<file path="src/rtl/homomorphic_decrypt_pkg.sv">
// he_params_pkg: shared parameters, derived constants and FSM state type for
// the LWE decrypt path.
//   DEF_*          default parameter values for the HE block family
//   delta()        q/p, plaintext step in the ciphertext domain
//   half_delta()   q/(2p), rounding offset
//   quarter_delta() q/(4p), noise-warning threshold
//   state_t        decryptor FSM states
package he_params_pkg;

  localparam int DEF_P     = 64;
  localparam int DEF_PW    = 6;
  localparam int DEF_Q     = 1024;
  localparam int DEF_CW    = 10;
  localparam int DEF_N     = 1;
  localparam int DEF_BIG_N = 30;

  typedef enum logic [2:0] {
    S_IDLE,
    S_ACCUM,
    S_B_WAIT,
    S_DECODE,
    S_OUT
  } state_t;

  function automatic int delta(input int q, input int p);
    return q / p;
  endfunction

  function automatic int half_delta(input int q, input int p);
    return delta(q, p) / 2;
  endfunction

  function automatic int quarter_delta(input int q, input int p);
    return delta(q, p) / 4;
  endfunction

  // Key index width; a single-element key still gets a 1-bit address.
  function automatic int addr_w(input int n);
    return (n > 1) ? $clog2(n) : 1;
  endfunction

endpackage

</file>
<file path="src/rtl/homomorphic_decrypt_mac.sv">
// mod_q_mac: combinational acc_out = (acc_in + a*s) mod q, q = 2^CW.
//   acc_in  running inner-product sum
//   a, s    ciphertext element and matching key element
//   acc_out updated sum, truncated to CW bits
module mod_q_mac #(
  parameter int CW = 10
) (
  input  logic [CW-1:0] acc_in,
  input  logic [CW-1:0] a,
  input  logic [CW-1:0] s,
  output logic [CW-1:0] acc_out
);

  logic [CW-1:0] prod;

  // q is a power of two, so the low CW bits of the full 2*CW-bit product
  // are exactly a*s mod q; the upper half is never needed.
  always_comb begin
    prod    = a * s;
    acc_out = acc_in + prod;
  end

endmodule

</file>
<file path="src/rtl/homomorphic_decrypt.sv">
// homomorphic_decrypt: serial LWE decryptor. Takes a_0..a_{n-1}, b as beats,
// computes phase = b - <a,s> mod q against the stored key and rounds to
// m = round(phase*p/q) mod p.
//   clk, rst_n              clock, async active-low reset
//   sk_wr_en/sk_addr/sk_data key element write (only while idle)
//   ct_valid/ct_ready/ct_data ciphertext beat stream
//   pt_valid/pt_ready/pt_data plaintext result
//   pt_noise_warn           only with DECRYPT_NOISE_FLAG_EN: |noise| >= q/(4p)
//   busy                    FSM not idle
// Optional feature macro: DECRYPT_NOISE_FLAG_EN
module homomorphic_decrypt
  import he_params_pkg::*;
#(
  parameter int PLAINTEXT_MODULUS  = DEF_P,
  parameter int PLAINTEXT_WIDTH    = DEF_PW,
  parameter int CIPHERTEXT_MODULUS = DEF_Q,
  parameter int CIPHERTEXT_WIDTH   = DEF_CW,
  parameter int DIMENSION          = DEF_N,
  parameter int BIG_N              = DEF_BIG_N,
  localparam int AW = addr_w(DIMENSION)
) (
  input  logic                        clk,
  input  logic                        rst_n,
  input  logic                        sk_wr_en,
  input  logic [AW-1:0]               sk_addr,
  input  logic [CIPHERTEXT_WIDTH-1:0] sk_data,
  input  logic                        ct_valid,
  output logic                        ct_ready,
  input  logic [CIPHERTEXT_WIDTH-1:0] ct_data,
  output logic                        pt_valid,
  input  logic                        pt_ready,
  output logic [PLAINTEXT_WIDTH-1:0]  pt_data,
`ifdef DECRYPT_NOISE_FLAG_EN
  output logic                        pt_noise_warn,
`endif
  output logic                        busy
);

  localparam int CW     = CIPHERTEXT_WIDTH;
  localparam int PW     = PLAINTEXT_WIDTH;
  localparam int KDEPTH = 1 << AW;

  localparam logic [CW-1:0] HALF_DELTA = CW'(half_delta(CIPHERTEXT_MODULUS, PLAINTEXT_MODULUS));
  localparam logic [AW:0]   DIM_L      = (AW+1)'(DIMENSION);
  localparam logic [AW-1:0] LAST_IDX   = AW'(DIMENSION - 1);

  if (CW < PW + 2 || BIG_N < 1) begin : g_param_err
    $error("homomorphic_decrypt: invalid parameterisation");
  end

  state_t                   state, state_nx;
  logic [CW-1:0]            acc, phase, mac_acc_in, mac_out, r;
  logic [AW-1:0]            cnt;
  logic [KDEPTH-1:0][CW-1:0] sk_mem;
  logic [PW-1:0]            pt_nx;
  logic                     beat;

  assign beat = ct_valid && ct_ready;
  assign busy = (state != S_IDLE);

  // First beat starts a fresh inner product, so the MAC sees zero there.
  assign mac_acc_in = (state == S_IDLE) ? '0 : acc;

  mod_q_mac #(.CW(CW)) u_mac (
    .acc_in (mac_acc_in),
    .a      (ct_data),
    .s      (sk_mem[cnt]),
    .acc_out(mac_out)
  );

  // Round to nearest plaintext: add q/(2p), keep the top PW bits. The add
  // wraps mod q, which also makes the result wrap mod p.
  always_comb begin
    r     = phase + HALF_DELTA;
    pt_nx = PW'(r >> (CW - PW));
  end

`ifdef DECRYPT_NOISE_FLAG_EN
  localparam int EW = CW - PW + 1;
  localparam logic [EW-1:0] HALF_E    = EW'(half_delta(CIPHERTEXT_MODULUS, PLAINTEXT_MODULUS));
  localparam logic [EW-1:0] QUARTER_E = EW'(quarter_delta(CIPHERTEXT_MODULUS, PLAINTEXT_MODULUS));

  logic [EW-1:0] noise_e, noise_mag;
  logic          noise_nx;

  // Noise relative to the rounding centre, as a signed EW-bit value.
  always_comb begin
    noise_e   = {1'b0, r[CW-PW-1:0]} - HALF_E;
    noise_mag = noise_e[EW-1] ? (~noise_e + 1'b1) : noise_e;
    noise_nx  = (noise_mag >= QUARTER_E);
  end
`endif

  always_comb begin
    state_nx = state;
    case (state)
      S_IDLE:   if (beat) state_nx = (DIMENSION == 1) ? S_B_WAIT : S_ACCUM;
      S_ACCUM:  if (beat && cnt == LAST_IDX) state_nx = S_B_WAIT;
      S_B_WAIT: if (beat) state_nx = S_DECODE;
      S_DECODE: state_nx = S_OUT;
      S_OUT:    if (pt_ready) state_nx = S_IDLE;
      default:  state_nx = S_IDLE;
    endcase
  end

  always_ff @(posedge clk or negedge rst_n) begin
    if (!rst_n) begin
      state    <= S_IDLE;
      ct_ready <= 1'b0;
      acc      <= '0;
      cnt      <= '0;
      phase    <= '0;
      pt_valid <= 1'b0;
      pt_data  <= '0;
`ifdef DECRYPT_NOISE_FLAG_EN
      pt_noise_warn <= 1'b0;
`endif
    end else begin
      state <= state_nx;
      // Registered so it stays low through reset and rises one cycle later.
      ct_ready <= (state_nx == S_IDLE) || (state_nx == S_ACCUM) || (state_nx == S_B_WAIT);
      case (state)
        S_IDLE, S_ACCUM: begin
          if (beat) begin
            acc <= mac_out;
            cnt <= cnt + 1'b1;
          end
        end
        S_B_WAIT: if (beat) phase <= ct_data - acc;
        S_DECODE: begin
          pt_data  <= pt_nx;
          pt_valid <= 1'b1;
`ifdef DECRYPT_NOISE_FLAG_EN
          pt_noise_warn <= noise_nx;
`endif
        end
        S_OUT: begin
          if (pt_ready) begin
            pt_valid <= 1'b0;
            acc      <= '0;
            cnt      <= '0;
          end
        end
        default: ;
      endcase
    end
  end

  // Key RAM: not reset; writes only while idle and to in-range indices.
  always_ff @(posedge clk) begin
    if (sk_wr_en && !busy && ({1'b0, sk_addr} < DIM_L))
      sk_mem[sk_addr] <= sk_data;
  end

endmodule
</file>
<file path="config.mk">
export PLATFORM = sky130hd
export DESIGN_NAME = homomorphic_decrypt
export DESIGN_NICKNAME = d
export VERILOG_FILES = /design/src/rtl/homomorphic_decrypt_pkg.sv /design/src/rtl/homomorphic_decrypt_mac.sv /design/src/rtl/homomorphic_decrypt.sv
export SDC_FILE = /design/constraint.sdc
export NUM_CORES = 1
export LEC_CHECK = 0
export BUFFER_PORTS_ARGS = -buffer_cell sky130_fd_sc_hd__buf_2
export CORE_UTILIZATION = 61
export DETAILED_ROUTE_END_ITERATION = 16
export PLACE_DENSITY = 0.8
export SYNTH_ARGS = -nofsm -noshare
export SYNTH_HDL_FRONTEND = slang
export SYNTH_SLANG_ARGS = --single-unit
</file>
<file path="constraint.sdc">
create_clock -name clk -period 6.1 [get_ports clk]
set_clock_uncertainty 0.15 [all_clocks]
set_input_delay 0.61 -clock clk [delete_from_list [all_inputs] [get_ports clk]]
set_output_delay 0.61 -clock clk [all_outputs]
set_load 0.03 [all_outputs]
</file>
Word-level counts from Yosys, hierarchy flattened. Cells that the tools add are included.

Output and inout port bits: 9. Register bits after elaboration: 52. Bits of input ports: 26. Word-level logic and storage cells: 62.

Multiply operators: 1. Order comparisons: 4. Reduce and logical (&&, ||, !) cells: 17. Add/subtract/negate cells: 4. Equality and inequality tests: 8. Bitwise operators: 1. Muxes and demuxes: 18.

Operator list (number): $mux 10 (6); $bwmux 20 (1); $pmux 10 s2 (1); $pmux 3 s5 (1); $mux 3 (4); $add 10x10->10 (1); $add 10x4->10 const B (1); $demux 10 s1 (1); $mul 10x10->10 (1); $sub 10x10->10 (1); $eq 3x2->1 const B (3); $eq 3x1->1 const B (2); $logic_not 3->1 (2); $logic_and 1x1->1 (5); $lt 1x2->1 const B (2); $ne 2x2->1 const B (2); $pmux 1 s2 (2); $reduce_and 2->1 (2); $reduce_bool 2->1 (2); $eq 3x3->1 const B (1); $reduce_and 3->1 (1); $reduce_bool 3->1 (1); $logic_or 1x1->1 (2); $mux 1 (2); 6 further kinds (6).

Longest topological paths before layout.
Depth after elaboration: 7. Gate-level depth with buffers: 18. Gate-level depth less buffers: 17.

Cells and area by module. A second synthesis with hierarchy kept.

Cell total of the unflattened synthesis: 405. Area, all modules: 4013.8 sq um.

Modules (own cells, without submodules): homomorphic_decrypt (area an instance 2324.7 sq um, times used 1, seq. area each 1326.3 sq um, cells an instance 206); mod_q_mac (area an instance 1689.1 sq um, times used 1, seq. area each 0.0 sq um, cells an instance 199).

Worst setup path after synthesis. Ideal clock, no wire load.

Path type: reg-to-reg. Start: register cnt. End: register acc[9]. Buffers on the path: 1. Arrival: 4642 ps. Clock period less this slack: 4913 ps. Cell stages (with the launch flop): 17. Setup time: 121 ps. Path slack: 1187 ps. Data required time: 5829 ps. Cell sequence: dfrtp_1 > buf_6 > mux2_4 > nand2_1 > fa_1 > fa_1 > inv_1 > fa_1 > fa_1 > inv_1 > fa_1 > xor2_1 > xnor2_1 > xnor3_1 > xnor3_1 > xor2_1 > a22o_1.

Word-level cells in the longest chain between the ends: 6.

Ends and longest elaborated chain: start, declared (line homomorphic_decrypt.sv:53) `logic [AW-1:0] cnt;`; start signal, assigned (line homomorphic_decrypt.sv:126) `cnt <= cnt + 1'b1;`; $mux 10 (implied by the code) (2 in series) (line homomorphic_decrypt.sv:67) `.s (sk_mem[cnt]),`; $mul 10x10->10 (line homomorphic_decrypt_mac.sv:19) `prod = a * s;`; $add 10x10->10 (line homomorphic_decrypt_mac.sv:20) `acc_out = acc_in + prod;`; $mux 10 (line homomorphic_decrypt.sv:124) `if (beat) begin`; $pmux 10 s2 (line homomorphic_decrypt.sv:122) `case (state)`; end signal, assigned (line homomorphic_decrypt.sv:125) `acc <= mac_out;`; end, declared (line homomorphic_decrypt.sv:52) `logic [CW-1:0] acc, phase, mac_acc_in, mac_out, r;`.

No other way between the ends. The select of a mux whose other input is x is not followed. A chain may end at the register's enable or synchronous reset.

Worst setup path after layout. Ends and elaborated chain as after synthesis.

==> flow_summary.toml <==
[critical_path]
worst-r2r-cell-count = 15
worstSetupStartpointType = "flip-flop"
r2r_slack_ps = 740
crit_path_end_kind = "flip-flop"
cp.required_ps = 6150
worstReg2RegEnd = "acc[9]"
crit_slowest_cell = "dfrtp_1"
crit_start = "cnt"
cp_max_fo = 13
critPathArrivalTime_ps = 5410
cp_slowest_stage_delay_ps = 730
cp_common_cell = "fa_1"
cp-endpoint = "acc[9]"
crit-reg2reg-launch = "cnt"
crit_chain = "mux2_2, nand2_1, fa_1, fa_1, inv_1, fa_1, fa_1, inv_1, fa_1, xor2_1, xnor2_1, xnor3_1, xnor3_1, xor2_1, a22o_1"
crit_type = "reg2reg"

[yosys]
syn-instance-count = 396
syn-cell-area_mm2 = 0.00407
synth-seq-cells = 49
ys_seq_area_share_pct = 32.6
synth_cell_types = 48
avgSynthCellArea_um2 = 10.3
ys_dominant_reg_cell = "dfrtp_1"
synth_edf_count = 20
synthArstFlopShare_pct = 59.2
synth-warning-count = 0

[global_routing]
antenna_found_initial = 0
grt.total_usage_pct = 24.8
gr-total-overflow = 0
grt_pass1_wl_um = 13500
grt_pass1_vias = 2928
grt_max_degree = 30

[layout]
mostFrequentLayoutCells = "61 x inv_1, 50 x nand2_1, 37 x ha_1, 34 x buf_2, 30 x fa_1"
layout-drive-gt1-share_pct = 14.3
fin_cells = 519
fin_nets = 534
final_common_cell = "inv_1"
fill_cells = 498
register_area_mm2 = 0.00133
final_util_pct = 69.6
antenna_cells = 0
areaGrowthSynthToFinish_pct = 9.26
multi_input_area_mm2 = 0.00249

[sta]
rsz0062_at_grt = "false"
fmax_ghz = 0.187
slew_violations = 0
layout_setup_ws_ps = 741
tns_ps = 0
fin_crit_ps = 5360
worstMarginPinSlew_ps = 1150
setup_violations = 0
max-slew-margin-rel_pct = 23.3
timing_hold_violations_final = 0
post-route-period-util_pct = 87.8

[clock_network]
post_cts_buffers = 0
postCtsHoldBufs = 0
cts_max_path_buffers = 2
htreeDepth = 2
cts_buffers = 5
worstSkewPairLatency_ps = 310
cts_tree = "built"
clk_pin_slew_ps = 90
cts-root-buf = "clkbuf_8"
cts_num_sinks = 49
cts_resized = 0

[placement]
pre_cts_slack_ps = 752
dpl.cell_count = 511
dpl.hpwl_um = 6300
io_buffers = 34
gp_congestion = 0.828

[run_status]
run_status = "complete, no violations"

[floorplanning]
start_util_pct = 63.7
die-area_mm2 = 0.00699
ios = 35
dieHeight_um = 83.6
core_area_mm2 = 0.00639
fp.dieW_um = 83.6
row_count = 29

[detailed_routing]
vias = 2809
antenna_left = 0
vias_per_cell = 5.41
wirelength_um = 7850
drcViolationCount = 0
dr.pass1.iters = 4
wire_per_inst_um = 15.1
dr.first_iter.drc_count = 112

[min_path]
hold_class = "in2async"

[job]
maxCapViolCount = 0
[cells in the mapped netlist (10+ instances only)]
cell type,count,area (um2)
ha_1,37,463
and2_1,10,62.6
xor2_1,10,87.6
fa_1,30,601
nor2_1,14,52.6
dfrtp_1,29,726
xnor2_1,19,166
a21oi_1,13,65.1
inv_1,61,229
nand2_1,50,188
edfxtp_1,20,601
o21ai_0,12,60.1
[worst min path at each step]
stage | start | endpoint | slack (ps) | cells past startpoint
floorplan | rst_n | acc[0] | 160 | 0
global placement | pt_valid | pt_valid | 300 | 2
detailed placement | pt_valid | pt_valid | 310 | 2
CTS | rst_n | pt_valid | 190 | 1
global route | rst_n | pt_data[2] | 220 | 1
finish | rst_n | pt_valid | 170 | 1
[state kept, by name, indices dropped and copies added, names as in the netlist]
register  count
acc          10
cnt           1
ct_ready      1
phase         7
pt_data       6
pt_valid      1
sk_mem       20
state         3
[area by class of cell]
class / count / area share (%)
multi-input cells: 287 / 56.0
flip-flops and latches: 49 / 29.9
inverters: 62 / 5.24
repair buffers: 36 / 4.17
well taps: 77 / 2.17
clock buffers: 6 / 1.72
clock inverters: 2 / 0.873
[layer usage]
metal | up-vias | global-route usage [%] | part of all wire, %
li1 | 1363 | - | -
met1 | 1372 | 33.3 | 43
met2 | 66 | 42.4 | 51
met3 | 8 | 3.46 | 4.6
met4 | 0 | 6.47 | 1.3
met5 | - | 0 | 0
[critical path, delay by kind of cell (launching register included)]
family / cells / cell delay, ps
AO/OA/AOI/OAI: 1 / 190
flip-flops: 1 / 730
adder cells (fa/ha/maj): 5 / 2400
XOR/XNOR: 5 / 1070
buffers and inverters: 2 / 100
multiplexers: 1 / 480
AND/OR/NAND/NOR: 1 / 120
[cell families after synthesis]
group / Yosys count / share of synthesized area (%)
AND/OR/NAND/NOR: 116 / 14.3
buffers and inverters: 69 / 7.05
adder cells (fa/ha/maj): 67 / 26.2
AO/OA/AOI/OAI: 49 / 8.00
flip-flops: 49 / 32.6
XOR/XNOR: 32 / 7.76
multiplexers: 13 / 3.97
other: 1 / 0.0922
[through the flow]
stage / hold slack [ps] / area, um2
after detailed placement: 309 / 4330
after global placement: 305 / 4330
after floorplan: 164 / 4100
after CTS: 191 / 4440
after global routing: 219 / 4440
final: 169 / 4440
Power is left out: the tool's default activity adds up to more than one toggle a clock period on the data nets, which glitch-free logic cannot reach.
